[config.mk]
export PLATFORM = sky130hd
export DESIGN_NAME = parking_occupancy
export DESIGN_NICKNAME = d
export VERILOG_FILES = /design/src/rtl/parking_pkg.sv /design/src/rtl/lane_dir_fsm.sv /design/src/rtl/parking_occupancy.sv
export SDC_FILE = /design/constraint.sdc
export NUM_CORES = 1
export LEC_CHECK = 0
export ABC_AREA = 1
export CORE_ASPECT_RATIO = 0.9
export CORE_MARGIN = 3
export CORE_UTILIZATION = 55
export CTS_BUF_LIST = sky130_fd_sc_hd__clkbuf_8
export DETAILED_ROUTE_END_ITERATION = 6
export GPL_TIMING_DRIVEN = 0
export HOLD_SLACK_MARGIN = 0.12
export PLACE_DENSITY = 0.82
export SLEW_MARGIN = 20
export SYNTH_ARGS = -nofsm -noshare
export SYNTH_HDL_FRONTEND = slang
export SYNTH_SLANG_ARGS = --single-unit
[constraint.sdc]
create_clock -name clk -period 3.6 [get_ports clk]
set_clock_uncertainty 0.2 [all_clocks]
set_input_delay 0.72 -clock clk [delete_from_list [all_inputs] [get_ports clk]]
set_output_delay 0.72 -clock clk [all_outputs]
set_load 0.005 [all_outputs]
[src/rtl/parking_pkg.sv]
// Shared lane-state encoding and default sizing for the parking occupancy counter.
package parking_pkg;

    typedef enum logic [2:0] {
        IDLE = 3'b000,
        IN1  = 3'b001,
        IN2  = 3'b010,
        IN3  = 3'b011,
        OUT1 = 3'b101,
        OUT2 = 3'b110,
        OUT3 = 3'b111
    } lane_state_t;

    localparam int DEF_NLANES   = 2;
    localparam int DEF_CAPACITY = 100;
    localparam int DEF_CW       = 8;
    localparam int DEF_TW       = 13;

endpackage

[src/rtl/lane_dir_fsm.sv]
// Per-lane crossing detector: recognises a full entry or exit from the two presence sensors.
//
// state | meaning
// IDLE  | lane clear, waiting for the first sensor
// IN1   | outer sensor only (entry started)
// IN2   | both sensors (entry in progress)
// IN3   | inner sensor only (entry about to complete)
// OUT1  | inner sensor only (exit started)
// OUT2  | both sensors (exit in progress)
// OUT3  | outer sensor only (exit about to complete)
module lane_dir_fsm
    import parking_pkg::*;
(
    input  logic clk,
    input  logic reset,
    input  logic a,
    input  logic b,
    output logic in_evt,
    output logic out_evt
);

    lane_state_t state, state_nxt;
    logic        in_nxt, out_nxt;

    always_ff @(posedge clk or posedge reset) begin
        if (reset) begin
            state   <= IDLE;
            in_evt  <= 1'b0;
            out_evt <= 1'b0;
        end else begin
            state   <= state_nxt;
            in_evt  <= in_nxt;
            out_evt <= out_nxt;
        end
    end

    always_comb begin
        state_nxt = IDLE;
        in_nxt    = 1'b0;
        out_nxt   = 1'b0;
        case (state)
            IDLE: begin
                case ({a, b})
                    2'b10:   state_nxt = IN1;
                    2'b01:   state_nxt = OUT1;
                    default: state_nxt = IDLE;
                endcase
            end
            IN1: begin
                case ({a, b})
                    2'b11:   state_nxt = IN2;
                    2'b10:   state_nxt = IN1;
                    default: state_nxt = IDLE;
                endcase
            end
            IN2: begin
                case ({a, b})
                    2'b01:   state_nxt = IN3;
                    2'b10:   state_nxt = IN1;
                    2'b11:   state_nxt = IN2;
                    default: state_nxt = IDLE;
                endcase
            end
            IN3: begin
                case ({a, b})
                    2'b00: begin
                        state_nxt = IDLE;
                        in_nxt    = 1'b1;
                    end
                    2'b11:   state_nxt = IN2;
                    2'b01:   state_nxt = IN3;
                    default: state_nxt = IDLE;
                endcase
            end
            OUT1: begin
                case ({a, b})
                    2'b11:   state_nxt = OUT2;
                    2'b01:   state_nxt = OUT1;
                    default: state_nxt = IDLE;
                endcase
            end
            OUT2: begin
                case ({a, b})
                    2'b10:   state_nxt = OUT3;
                    2'b01:   state_nxt = OUT1;
                    2'b11:   state_nxt = OUT2;
                    default: state_nxt = IDLE;
                endcase
            end
            OUT3: begin
                case ({a, b})
                    2'b00: begin
                        state_nxt = IDLE;
                        out_nxt   = 1'b1;
                    end
                    2'b11:   state_nxt = OUT2;
                    2'b10:   state_nxt = OUT3;
                    default: state_nxt = IDLE;
                endcase
            end
            default: state_nxt = IDLE;
        endcase
    end

endmodule

[src/rtl/parking_occupancy.sv]
// Multi-lane vehicle counter: nets lane events into a saturating occupancy count,
// wrapping entry/exit totals and sticky over/underflow flags.
module parking_occupancy
    import parking_pkg::*;
#(
    parameter int NLANES   = DEF_NLANES,
    parameter int CAPACITY = DEF_CAPACITY,
    parameter int CW       = DEF_CW,
    parameter int TW       = DEF_TW
) (
    input  logic              clk,
    input  logic              reset,
    input  logic              syn_clr,
    input  logic [NLANES-1:0] lane_a,
    input  logic [NLANES-1:0] lane_b,
    output logic [CW-1:0]     occupancy,
    output logic              full,
    output logic              empty,
    output logic [TW-1:0]     entry_total,
    output logic [TW-1:0]     exit_total,
    output logic              overflow,
    output logic              underflow,
    output logic [NLANES-1:0] lane_in_evt,
    output logic [NLANES-1:0] lane_out_evt
);

    localparam int SW = CW + 2;
    localparam logic signed [SW-1:0] CAP_S = SW'(CAPACITY);

    logic [SW-1:0]        sum_in, sum_out;
    logic signed [SW-1:0] t;
    logic [CW-1:0]        occ_nxt;
    logic                 ovf_hit, unf_hit;

    for (genvar i = 0; i < NLANES; i++) begin : g_lane
        lane_dir_fsm u_lane (
            .clk     (clk),
            .reset   (reset),
            .a       (lane_a[i]),
            .b       (lane_b[i]),
            .in_evt  (lane_in_evt[i]),
            .out_evt (lane_out_evt[i])
        );
    end

    always_comb begin
        sum_in  = '0;
        sum_out = '0;
        for (int i = 0; i < NLANES; i++) begin
            sum_in  = sum_in  + SW'(lane_in_evt[i]);
            sum_out = sum_out + SW'(lane_out_evt[i]);
        end
    end

    // Entries and exits are netted first so simultaneous crossings cancel before clamping.
    always_comb begin
        t       = $signed({2'b00, occupancy}) + $signed(sum_in) - $signed(sum_out);
        ovf_hit = (t > CAP_S);
        unf_hit = (t < 0);
        if (unf_hit)
            occ_nxt = '0;
        else if (ovf_hit)
            occ_nxt = CW'(CAPACITY);
        else
            occ_nxt = t[CW-1:0];
    end

    always_ff @(posedge clk or posedge reset) begin
        if (reset) begin
            occupancy   <= '0;
            entry_total <= '0;
            exit_total  <= '0;
            overflow    <= 1'b0;
            underflow   <= 1'b0;
        end else if (syn_clr) begin
            occupancy   <= '0;
            entry_total <= '0;
            exit_total  <= '0;
            overflow    <= 1'b0;
            underflow   <= 1'b0;
        end else begin
            occupancy   <= occ_nxt;
            entry_total <= entry_total + TW'(sum_in);
            exit_total  <= exit_total + TW'(sum_out);
            overflow    <= overflow | ovf_hit;
            underflow   <= underflow | unf_hit;
        end
    end

    assign full  = (occupancy == CW'(CAPACITY));
    assign empty = (occupancy == '0);

endmodule
==> run_results.csv, run 1 <==
group,metric,value,unit
sta,fin_crit,3.11,ns
setup_path,reg2reg_to,"occupancy[0]",
yosys,synthCells,389,
sta,fin_ws,0.491,ns
sta,finalHoldViolCount,0,
clock_tree,cts_sinks,46,
yosys,synth_compound_area_frac,0.0786,
place,place_inst,504,
yosys,yosysWarningCount,0,
yosys,ys_seq_area_frac,0.374,
global_route,antenna_found_initial,0,
sta,drv_slew,0,
setup_path,rr_worst_depth,16,
setup_path,cp-startpoint,"g_lane[0].u_lane.in_evt",
drt,drc,0,
drt,route.vias.total,2662,
yosys,yosysTopAreaCell,"dfrtp_1",
place,dpl.hpwl,5.10,mm
yosys,synth_area,3070,µm²
layout,final-seq-area,1150,µm²
drt,first_iter_violations,110,
yosys,synth_top_family_by_area,"simple AND/OR/NAND/NOR gates",
setup_path,crit_required,3.58,ns
floorplan,io_pins,49,
place,io_buffer_count,47,
global_route,grt_overflow,0,
sta,worstMarginPinSlew,0.505,ns
sta,max_freq,322,MHz
yosys,yosysUniqueCellTypes,32,
power,cellPowerDensity,542,nW/µm²
yosys,syn-num-nets,436,
layout,final_cells,511,
flow_run,max_cap_violations,0,
setup_path,cp-endpoint,"occupancy[0]",
setup_path,cpMostUsedCell,"nand2_1",
yosys,synth_fa_ha_area_frac,0.173,
layout,layout_commonest_cell,"nand2_1",
clock_tree,post_cts_buffers,0,
setup_path,timing.rr.start,"g_lane[0].u_lane.in_evt",
drt,ant_nets,0,
floorplan,dieArea,6520,µm²
setup_path,critPathLaunchType,"register",
yosys,synth_top_area_frac,0.374,
sta,finalSetupTns,0,ns
global_route,grt_pass1_wl,11.5,mm
drt,wl_per_cell,12.5,µm
floorplan,die_h,76.9,µm
yosys,synthSimpleGateAreaFrac,0.267,
status,status,"finished clean",
floorplan,rows,25,
layout,antenna_cells,0,
setup_path,worst-setup-path-type,"register to register",
setup_path,cp_slowest_stage_delay,0.56,ns
clock_tree,hold_buffers,0,
global_route,grt_pass1_vias,2637,
sta,rsz0062_at_grt,"false",
yosys,ys_ff_latch,46,
global_route,grt_max_degree,32,
yosys,yosys.area_share.xor_xnor,0.00570,
layout,final_cell_mix,"nand2_1 (69), inv_1 (66), clkdlybuf4s50_1 (47)",
yosys,muxShareOfSynthArea,0,
clock_tree,clockRootBuffer,"clkbuf_8",
yosys,synth_area_leaders,"dfrtp_1 (37%), ha_1 (15%), nand2_1 (8.4%), inv_1 (8.2%), nand3_1 (5.2%)",
min_path,min_path_type,"register to register",
floorplan,die_x,84.8,µm
layout,fin_nets,491,
yosys,avgSynthCellArea,7.90,µm²
floorplan,start_util,0.578,
drt,finalWirelength,6.37,mm
setup_path,cp.arrival,3.09,ns
layout,fill_cells,439,
clock_tree,htreeDepth,2,
clock_tree,cts_buffers,5,
place,place_ws,0.515,ns
sta,finalSetupViolCount,0,
setup_path,r2r_slack,0.49,ns
clock_tree,cts_tree,"yes",
setup_path,slowest_stage,"fa_1",
setup_path,crit_chain,"ha_1, fa_1, inv_1, fa_1, inv_1, nand2_1, nand2_2, nand4_1, nand2_1, nand2_1, nand2_1, nor2_1, nand2_2, nand3_2, nand2_2, nor2_1",
layout,area_growth,21.2,%
power,total_leakage_power,1.91,nW
clock_tree,clk_latency,0.29,ns
setup_path,worstSetupEndpointType,"register",
layout,multi_input_area,1620,µm²
setup_path,crit_fanout,4,
clock_tree,cts_resized,0,
clock_tree,cts_buffer_depth,2,
floorplan,core,5320,µm²
power,ir_drop,0.000400,V
sta,max_slew_margin,0.663,
drt,vias_per_cell,5.21,
drt,drt_pass1_iterations,5,
place,gp_congestion,0.938,
sta,min_period_over_period,0.864,
layout,drive_gt1_frac,0.0833,
global_route,grt_usage,0.210,
clock_tree,path_clk_slew,0.09,ns
## Yosys cell counts
library cell	n
inv_2	3
buf_4	4
xor2_1	1
nand2_1	69
or2_2	4
o2111ai_1	1
nand4_1	4
nor3_2	1
nor3_1	10
nand2_4	1
o21bai_1	2
a211o_1	1
inv_1	67
nor2_2	4
dfrtp_1	46
nor3b_1	1
conb_1	1
clkinv_1	1
nand2_2	7
clkbuf_1	3
nand3_1	32
fa_1	4
a221oi_1	1
ha_1	36
nor4_1	4
xnor2_1	1
o311ai_0	1
nand3_2	3
o21ai_0	12
a21oi_1	23
a21oi_4	1
nor2_1	40
## per-stage QoR
| step | utilization | area [µm²] | hold WS (ns) | power [mW] |
|---|---|---|---|---|
| 2_1_floorplan | - | 3070 | 0.255 | 1.44 |
| 3_3_place_gp | 0.682 | 3630 | 0.258 | 1.68 |
| 3_5_place_dp | 0.686 | 3650 | 0.265 | 1.71 |
| 4_1_cts | 0.701 | 3730 | 0.279 | 2.02 |
| 5_1_grt | 0.701 | 3730 | 0.305 | 2.21 |
| 6_report | 0.701 | 3730 | 0.275 | 2.02 |
## cell type report
| type | instances | share of cell area |
|---|---|---|
| buffer | 7 | 0.0111 |
| timing repair buffer | 48 | 0.132 |
| clock buffer | 5 | 0.0185 |
| tap | 67 | 0.0225 |
| clock inverter | 2 | 0.00269 |
| sequential | 46 | 0.309 |
| inverter | 71 | 0.0715 |
| multi-input combinational | 265 | 0.433 |
## cell families after synthesis
group | count (synthesis)
other cells | 1
simple gates | 180
xor+xnor | 2
buf+inv | 78
fa+ha+maj | 40
flops | 46
compound gates | 42
## worst max-delay path, delay by kind of cell, from the launching register on
family	cells	cell delay [ns]
fa+ha+maj	3	1.30
simple gates	11	0.94
flops	1	0.40
buf+inv	2	0.14
## metal layers
layer	vias to the layer above	wire [µm]	GRT usage
li1	1341	-	-
met4	0	123	0.0617
met2	75	3090	0.366
met3	12	279	0.0354
met5	-	0	0
met1	1234	2880	0.267
## where the power goes
part           internal, mW  total [mW]  switching (mW)
Sequential            0.578       0.635          0.0569
Combinational         0.403        1.08           0.676
Clock                 0.131       0.304           0.174
## registers in the layout (all words and copies together), names as in the netlist
register               count
entry_total               13
occupancy                  8
g_lane.u_lane.out_evt      2
g_lane.u_lane.state        6
exit_total                13
overflow                   1
g_lane.u_lane.in_evt       2
underflow                  1
## worst min path at each step
stage	startpoint	to	slack (ns)	cells past startpoint
2_1_floorplan	g_lane[0].u_lane.state[2]	g_lane[0].u_lane.in_evt	0.25	1
3_3_place_gp	exit_total[12]	exit_total[12]	0.26	1
3_5_place_dp	exit_total[12]	exit_total[12]	0.27	1
4_1_cts	exit_total[12]	exit_total[12]	0.28	1
5_1_grt	exit_total[12]	exit_total[12]	0.30	1
6_report	exit_total[12]	exit_total[12]	0.28	1
No activity file was read; power rests on OpenSTA's default activity.
==> inputs of run 2 (changes only) <==
Settings changed: CORE_MARGIN 3 to not set.
==> run_results.csv, run 2 (synthesis results as in run 1) <==
group,metric,value,unit
sta,fin_crit,3.09,ns
global_route,grt_pass1_wl,10.8,mm
layout,antenna_cells,0,
clock_tree,clockRootBuffer,"clkbuf_8",
clock_tree,hold_buffers,0,
setup_path,critPathLaunchType,"register",
drt,drt_pass1_iterations,4,
status,status,"finished clean",
drt,finalWirelength,6.31,mm
drt,route.vias.total,2663,
floorplan,core,5320,µm²
clock_tree,cts_buffer_depth,2,
clock_tree,cts_sinks,46,
layout,final_cell_mix,"nand2_1 (69), inv_1 (66), clkdlybuf4s50_1 (47)",
global_route,antenna_found_initial,0,
setup_path,cp.arrival,3.07,ns
setup_path,reg2reg_to,"occupancy[1]",
setup_path,r2r_slack,0.51,ns
drt,ant_nets,0,
setup_path,crit_required,3.58,ns
floorplan,start_util,0.578,
clock_tree,cts_resized,0,
clock_tree,htreeDepth,2,
power,cellPowerDensity,542,nW/µm²
clock_tree,cts_buffers,5,
sta,max_freq,324,MHz
setup_path,crit_fanout,4,
sta,finalSetupViolCount,0,
sta,worstMarginPinSlew,0.523,ns
place,dpl.hpwl,4.99,mm
min_path,whs_path_depth,1,
global_route,grt_max_degree,25,
sta,fin_ws,0.513,ns
clock_tree,clk_latency,0.29,ns
layout,drive_gt1_frac,0.0833,
setup_path,worstSetupEndpointType,"register",
sta,finalSetupTns,0,ns
power,ir_drop,0.000365,V
drt,drc,0,
floorplan,rows,25,
drt,vias_per_cell,5.21,
sta,min_period_over_period,0.858,
sta,max_slew_margin,0.651,
clock_tree,cts_tree,"yes",
setup_path,rr_worst_depth,19,
setup_path,worst-setup-path-type,"register to register",
setup_path,timing.rr.start,"g_lane[0].u_lane.in_evt",
min_path,min_path_type,"register to register",
layout,utilization,0.702,
min_path,hold_start,"exit_total[12]",
flow_run,max_cap_violations,0,
global_route,grt_usage,0.236,
drt,first_iter_violations,105,
min_path,hold_path_end,"exit_total[12]",
layout,reg_top3,"entry_total x13, exit_total x13, occupancy x8",
floorplan,io_pins,49,
power,total_leakage_power,1.91,nW
layout,layout_commonest_cell,"nand2_1",
sta,rsz0062_at_grt,"false",
place,gp_congestion,0.907,
sta,finalHoldViolCount,0,
clock_tree,path_clk_slew,0.09,ns
layout,fin_nets,491,
place,io_buffer_count,47,
global_route,grt_pass1_vias,2472,
global_route,grt_overflow,0,
clock_tree,post_cts_buffers,0,
sta,drv_slew,0,
floorplan,dieArea,5890,µm²
floorplan,die_h,72.9,µm
drt,wl_per_cell,12.3,µm
layout,area_growth,21.5,%
floorplan,die_x,80.8,µm
place,place_ws,0.514,ns
-- run 2: final cells by class --
cell class | instances | area (µm²)
clock buffer | 5 | 68.8
clock inverter | 2 | 10.0
inverter | 71 | 267
timing repair buffer | 48 | 498
sequential | 46 | 1150
buffer | 7 | 41.3
tap | 67 | 83.8
fill | 443 | 1580
multi-input combinational | 265 | 1620
-- run 2: worst max-delay path, cell delays in order (launching register included) --
cell     delay (ns)
dfrtp_1        0.40
ha_1           0.31
inv_1          0.05
ha_1           0.29
inv_1          0.07
ha_1           0.18
inv_1          0.06
fa_1           0.40
inv_1          0.07
nand2_1        0.05
nand2_2        0.08
nand3_1        0.11
nand3_1        0.10
nand2_1        0.07
nor2_1         0.10
nand2_1        0.07
nand2_2        0.07
nand3_2        0.11
nand2_2        0.13
nor2_1         0.05
-- run 2: worst max-delay path by stage --
stage,slack [ns],to,from
floorplan,0.81,occupancy[1],g_lane[0].u_lane.in_evt
global placement,0.58,occupancy[4],g_lane[0].u_lane.in_evt
detailed placement,0.51,occupancy[4],g_lane[0].u_lane.in_evt
CTS,0.50,occupancy[4],g_lane[0].u_lane.in_evt
global route,0.26,occupancy[1],g_lane[0].u_lane.in_evt
finish,0.51,occupancy[1],g_lane[0].u_lane.in_evt
-- run 2: layer usage --
layer  wire length [µm]  share of wire  global-route usage  vias to the layer above
met5                  0              0                   0                        -
met2               3130           0.50               0.408                       67
met3                263          0.042              0.0363                        7
met4                 48         0.0076              0.0516                        0
met1               2870           0.45               0.311                     1248
li1                   -              -                   -                     1341
-- run 2: stage by stage --
step / hold slack [ns] / instance area [µm²] / total power [mW] / std cells
2_1_floorplan: 0.255 / 3070 / 1.44 / 389
3_3_place_gp: 0.258 / 3630 / 1.68 / 503
3_5_place_dp: 0.270 / 3660 / 1.72 / 504
4_1_cts: 0.283 / 3730 / 2.02 / 511
5_1_grt: 0.325 / 3730 / 2.21 / 511
6_report: 0.284 / 3730 / 2.03 / 511
-- run 2: power breakdown --
part	internal, mW	switching (mW)	total [mW]
combinational	0.405	0.678	1.08
clock	0.131	0.174	0.304
sequential	0.578	0.0604	0.639
